**config.mk**
```make
export PLATFORM = sky130hd
export DESIGN_NAME = light_sel_sequencer
export DESIGN_NICKNAME = d
export VERILOG_FILES = /design/src/rtl/light_sel_sequencer.sv
export SDC_FILE = /design/constraint.sdc
export NUM_CORES = 1
export LEC_CHECK = 0
export BUFFER_PORTS_ARGS = -buffer_cell sky130_fd_sc_hd__buf_2
export CAP_MARGIN = 15
export CORE_ASPECT_RATIO = 0.5
export CORE_MARGIN = 8
export CORE_UTILIZATION = 30
export CTS_BUF_LIST = sky130_fd_sc_hd__clkbuf_2
export DETAILED_ROUTE_END_ITERATION = 12
export HOLD_SLACK_MARGIN = 0.1
export SLEW_MARGIN = 20
export SYNTH_ARGS = -nofsm -noshare
export SYNTH_HDL_FRONTEND = slang
export SYNTH_SLANG_ARGS = --single-unit
export TNS_END_PERCENT = 5
```
**constraint.sdc**
```tcl
create_clock -name clk -period 2.6 [get_ports clk]
set_input_delay 0.65 -clock clk [delete_from_list [all_inputs] [get_ports clk]]
set_output_delay 0.65 -clock clk [all_outputs]
set_load 0.01 [all_outputs]
```
**src/rtl/light_sel_sequencer.sv**
```systemverilog
// Selector sequencer for the line-light decoders: steps sel through 0..SEL_MAX
// free-running at a prescaled rate, by single step, or by validated load.
module light_sel_sequencer #(
  parameter int unsigned TICK_DIV = 25_000_000,
  parameter int unsigned SEL_MAX  = 59
) (
  input  logic       clk,
  input  logic       reset,
  input  logic       start,
  input  logic       stop,
  input  logic       step,
  input  logic       dir,
  input  logic       load_valid,
  input  logic [5:0] load_sel,
  output logic       load_ready,
  output logic [5:0] sel,
  output logic       tick,
  output logic       wrapped,
  output logic       load_err,
  output logic       running
);

  localparam logic ST_IDLE = 1'b0;
  localparam logic ST_RUN  = 1'b1;

  localparam int unsigned PW = (TICK_DIV > 1) ? $clog2(TICK_DIV) : 1;
  localparam logic [PW-1:0] PRESC_LAST = PW'(TICK_DIV - 1);
  localparam logic [5:0]    SEL_LAST   = 6'(SEL_MAX);

  logic          state_q, state_d;
  logic [PW-1:0] presc_q, presc_d;
  logic [5:0]    sel_q, sel_d;
  logic          tick_q, tick_d;
  logic          wrapped_q, wrapped_d;
  logic          load_err_q, load_err_d;
  logic          running_q, running_d;

  logic [5:0] adv_sel;
  logic       adv_wrap;
  logic       load_fire;

  assign load_ready = (state_q == ST_IDLE);
  assign load_fire  = load_valid && load_ready;

  always_comb begin
    adv_sel  = '0;
    adv_wrap = 1'b0;
    if (!dir) begin
      if (sel_q == SEL_LAST) begin
        adv_sel  = '0;
        adv_wrap = 1'b1;
      end else begin
        adv_sel = sel_q + 6'd1;
      end
    end else begin
      if (sel_q == '0) begin
        adv_sel  = SEL_LAST;
        adv_wrap = 1'b1;
      end else begin
        adv_sel = sel_q - 6'd1;
      end
    end
  end

  always_comb begin
    state_d    = state_q;
    presc_d    = presc_q;
    sel_d      = sel_q;
    tick_d     = 1'b0;
    wrapped_d  = 1'b0;
    load_err_d = 1'b0;
    case (state_q)
      ST_IDLE: begin
        presc_d = '0;
        // A presented load always shadows step, even when the code is rejected.
        if (load_fire) begin
          if (load_sel <= SEL_LAST) sel_d = load_sel;
          else                      load_err_d = 1'b1;
        end else if (step) begin
          sel_d     = adv_sel;
          tick_d    = 1'b1;
          wrapped_d = adv_wrap;
        end
        if (start && !stop) state_d = ST_RUN;
      end
      default: begin
        if (stop) begin
          state_d = ST_IDLE;
          presc_d = '0;
        end else if (presc_q == PRESC_LAST) begin
          presc_d   = '0;
          sel_d     = adv_sel;
          tick_d    = 1'b1;
          wrapped_d = adv_wrap;
        end else begin
          presc_d = presc_q + 1'b1;
        end
      end
    endcase
    running_d = (state_d == ST_RUN);
  end

  always_ff @(posedge clk or posedge reset) begin
    if (reset) begin
      state_q    <= ST_IDLE;
      presc_q    <= '0;
      sel_q      <= '0;
      tick_q     <= 1'b0;
      wrapped_q  <= 1'b0;
      load_err_q <= 1'b0;
      running_q  <= 1'b0;
    end else begin
      state_q    <= state_d;
      presc_q    <= presc_d;
      sel_q      <= sel_d;
      tick_q     <= tick_d;
      wrapped_q  <= wrapped_d;
      load_err_q <= load_err_d;
      running_q  <= running_d;
    end
  end

  assign sel      = sel_q;
  assign tick     = tick_q;
  assign wrapped  = wrapped_q;
  assign load_err = load_err_q;
  assign running  = running_q;

endmodule
```
; ---- After elaboration in Yosys (flattened, before gate mapping)
; Index checks and enable logic that the tools add are counted.
[word_totals]
reg_bits = 35
in_bits = 13
out_inout_bits = 11
elab_cells = 53
[op_classes]
add_sub_neg = 3
order_cmp = 1
eq_ne = 5
n_mux = 31
bitwise = 1
reduce_logical = 6
[ops]
columns = operator, count
row1 = $mux W25, 3
row2 = $mux W6, 9
row3 = $add A25 B1 Y25 const B, 1
row4 = $eq A25 B25 Y1 const B, 1
row5 = $mux W1, 19
row6 = $add A6 B1 Y6 const B, 1
row7 = $eq A6 B6 Y1 const B, 1
row8 = $le A6 B6 Y1 const B, 1
row9 = $logic_not A6 Y1, 1
row10 = $sub A6 B1 Y6 const B, 1
row11 = $reduce_and A4 Y1, 1
row12 = $ne A3 B2 Y1 const B, 1
row13 = $reduce_bool A3 Y1, 1
row14 = $logic_and A1 B1 Y1, 2
row15 = $ne A2 B1 Y1 const B, 1
row16 = $ne A2 B2 Y1 const B, 1
row17 = $logic_not A1 Y1, 1
row18 = $not A1 Y1, 1

; ---- Depth between registers and ports, before layout
[depth]
ltp_word = 6
ltp_mapped = 7
depth_no_buf = 7

; ---- Worst setup path before layout
; No wires, ideal clock.
[synth_timing]
path_kind = reg-to-reg
startpoint = reg presc_q[7]
endpoint = reg sel_q[5], in the netlist sel[5]
arrival_time_ns = 1.662
required_time_ns = 2.475
path_slack_ns = 0.812
stages_incl_launch_ff = 7
period_less_slack_ns = 1.788
path_cell_list = dfrtp_1 nor4_2 nand4_1 nor4_2 o21a_1 buf_6 mux2_4
[synth_via]
elab_chain_len = 3
[synth_rtl]
columns = element, line_no
row1 = from (decl), 31  ; logic [PW-1:0] presc_q, presc_d;
row2 = from (signal assigned), 114  ; presc_q <= presc_d;
row3 = $eq A25 B25 Y1, 90  ; end else if (presc_q == PRESC_LAST) begin
row4 = $ne A2 B1 Y1 (no line), --
row5 = $reduce_and A4 Y1 (no line), --
row6 = to (signal assigned), 115  ; sel_q <= sel_d;
row7 = to (decl), 32  ; logic [5:0] sel_q, sel_d;
; Every way passes these cells.
; A chain may end at the register's enable or synchronous reset.

; ---- Worst setup path in the final report
; Ends and elaborated chain as after synthesis.

==> run_results.csv <==
group,metric,value,unit
outcome,status,"finished, final reports clean",
global_route,grtUsageTotal,9.36,%
floorplan,core-area,6700,um^2
clocking,cts_resized,0,
global_route,grt_pass1_wl,7710,um
run,cap_violations,0,
final_layout,syn2layout_area_growth,12.2,%
logic_synthesis,syn_nets,243,
power_and_ir_drop,total_power,1480,uW
drt,wire_per_inst,13.5,um
sta,drv_slew,0,
floorplan,die_area,10000,um^2
logic_synthesis,synth-edff-count,0,
setup_path,crit_slowest_cell,"dfrtp_1",
logic_synthesis,async_reset_ff_share,100,%
logic_synthesis,yosysSeqAreaShare,42.0,%
drt,drtIter0Drc,73,
sta,max_slew.worst_pin.slew,588,ps
drt,routed_wl,4580,um
setup_path,critPathMaxStageDelay,470,ps
clocking,cts_tree,"yes",
logic_synthesis,synth_area_leaders,"dfrtp_1, nor2_1, xor2_1",
clocking,clkTransAtPathRegs,190,ps
power_and_ir_drop,power.share.clock,23.9,%
logic_synthesis,netlist.area_leader.share,42.0,%
place,post-place-ws,547,ps
clocking,clock_latency,390,ps
floorplan,initial_core_util,31.1,%
logic_synthesis,synth_seq_cells,35,
clocking,numCtsBuffers,5,
sta,fin_crit,2060,ps
clocking,cts_buffer_depth,2,
setup_path,crit_chain,"nor4_2 -> nand4_1 -> nor4_2 -> o21a_1 -> mux2_4",
power_and_ir_drop,combPwrFrac,29.0,%
logic_synthesis,ys.flop_type,"dfrtp_1",
power_and_ir_drop,power_switching,537,uW
setup_path,path_class,"flop to flop",
sta,hold_viol_final,0,
clocking,clock_sinks,35,
logic_synthesis,yosys.area.top_type,"dfrtp_1",
drt,drc_errors,0,
power_and_ir_drop,swShare,36.3,%
sta,fin_skew,12.7,ps
global_route,grt_antenna_before_repair,0,
setup_path,cp_data_required_time,2890,ps
clocking,cts.htree.levels,2,
final_layout,nets,263,
floorplan,fp.dieH,75.0,um
global_route,met1_usage,11.0,%
power_and_ir_drop,p_int,941,uW
sta,finalSetupViolCount,0,
drt,ant_nets,0,
setup_path,cp_max_fo,6,
place,dp_hpwl,3380,um
clocking,cts_setup_buffers,0,
global_route,gr-usage-met2,16.5,%
drt,num_vias,1663,
setup_path,worst_setup_path_end_kind,"flop",
place,gp_congestion,0.879,
global_route,grt_overflow_total,0,
floorplan,pin_count,24,
global_route,grt_pass1_vias,1637,
clocking,clock-root-buffer,"clkbuf_2",
drt,avgViaCountPerCell,4.91,
setup_path,r2r_slack,540,ps
logic_synthesis,syn_area,2090,um^2
logic_synthesis,synth_cell_types,43,
global_route,use_met3,1.93,%
power_and_ir_drop,cellPowerDensity,631,nW/um^2
setup_path,rr_startpoint,"presc_q[7]",
sta,fin_crit_sh,79.0,%
floorplan,die_w,134,um
sta,timing.fmax,487,MHz
global_route,grt_max_degree,36,
place,portBuffers,23,
hold_path,min_path_type,"input port to async pin",
floorplan,fp-row-count,21,
setup_path,crit_path_frequent_cell,"nor4_2",
sta,finalSetupTns,0,ps
power_and_ir_drop,peakVddDrop,309,uV
setup_path,worstReg2RegEnd,"sel[5]",
setup_path,r2r_cells,5,
sta,relSlewSlack,60.7,%
sta,finalWorstSetupSlack,545,ps
power_and_ir_drop,pwr-share-seq,47.1,%
logic_synthesis,yosysWarnings,0,
setup_path,cp-start-kind,"flop",
sta,rsz0062_at_grt,"no",
logic_synthesis,syn-instance-count,226,
final_layout,antenna_cells,0,
power_and_ir_drop,p_leak,0.00101,uW
drt,dr.pass1.iters,4,
final_layout,drive_gt1_share,17.8,%
setup_path,cp_data_arrival_time,2340,ps
global_route,grt_most_used_layer,"met2",
logic_synthesis,avgSynthCellArea,9.23,um^2
clocking,cts_hold_buf,0,
==> per-layer routing <==
layer,vias to the layer above,share of wire [%]
met2,27,50
met4,0,1.8
met3,9,3.2
met1,797,45
met5,-,0
li1,830,-
==> worst max-delay path by stage <==
| stage | startpoint | endpoint | slack, ps | cells after the start |
|---|---|---|---|---|
| finish | presc_q[7] | sel[5] | 540 | 5 |
| global route | presc_q[7] | sel[5] | 370 | 5 |
| CTS | presc_q[7] | sel[5] | 520 | 5 |
| detailed placement | presc_q[7] | sel[5] | 550 | 5 |
| global placement | presc_q[7] | sel[5] | 630 | 5 |
| floorplan | presc_q[7] | sel[5] | 810 | 6 |
==> area by class of cell <==
class,count,area (um^2)
Inverter,9,33.8
Tap cell,92,115
Fill cell,685,4360
Clock buffer,5,25.0
Sequential cell,35,876
Timing Repair Buffer,25,130
Clock inverter,3,43.8
Multi-Input combinational cell,170,1120
==> power by group through the flow <==
stage	Sequential (uW)	Clock [uW]	Combinational [uW]
3_5_place_dp	706	0	433
3_3_place_gp	705	0	431
2_1_floorplan	658	0	349
6_report	697	353	428
5_1_grt	711	386	484
4_1_cts	695	364	435
==> critical path: cells and delay by family (launching register included) <==
kind	cells	cell delay (ps)
AOI/OAI and AO/OA	1	370
DFF	1	470
muxes	1	330
and+or+nand+nor	3	790
==> cells by family after synthesis <==
family / after synthesis / share of synthesized area [%]
compound gates: 29 / 9.29
xor+xnor: 23 / 9.65
fa+ha+maj: 4 / 2.40
buf+inv: 21 / 4.44
flops: 35 / 42.0
mux: 7 / 3.66
simple gates: 107 / 28.6
==> cell usage after synthesis (3+ instances only) <==
library cell and instances:
a21oi_1 4, and2_1 3, and3_1 7, buf_2 5, clkbuf_1 5, dfrtp_1 35, ha_1 4, inv_1 9
mux2i_1 5, nand2_1 13, nand3_1 12, nand4_1 6, nor2_1 34, nor3_1 11, nor4_2 4, o211ai_1 3
o21a_1 3, o21ai_0 7, o31ai_1 3, or3_1 4, xnor2_1 11, xor2_1 12
==> sequential cells by signal, summed over array words and instances, names as in the netlist <==
signal	count
wrapped	1
presc_q	25
tick	1
running	1
load_err	1
sel	6
==> cell usage in the layout, fill, tap and decap left out, types with 7 or more instances in the layout <==
master / count
o21ai_0: 7
nand3_1: 12
nor2_1: 34
dfrtp_1: 35
inv_1: 9
buf_2: 23
xor2_1: 12
nand2_1: 13
and3_1: 7
nor3_1: 11
xnor2_1: 11
==> through the flow <==
stage | instances | area [um^2] | hold WS (ps) | utilization, %
after global placement | 331 | 2270 | 518 | 33.9
final | 339 | 2340 | 313 | 35.0
after CTS | 339 | 2340 | 302 | 35.0
after floorplan | 226 | 2090 | 497 | -
after detailed placement | 331 | 2270 | 529 | 33.9
after global routing | 339 | 2340 | 312 | 35.0
Note: power is estimated with default switching activity, not from simulation.
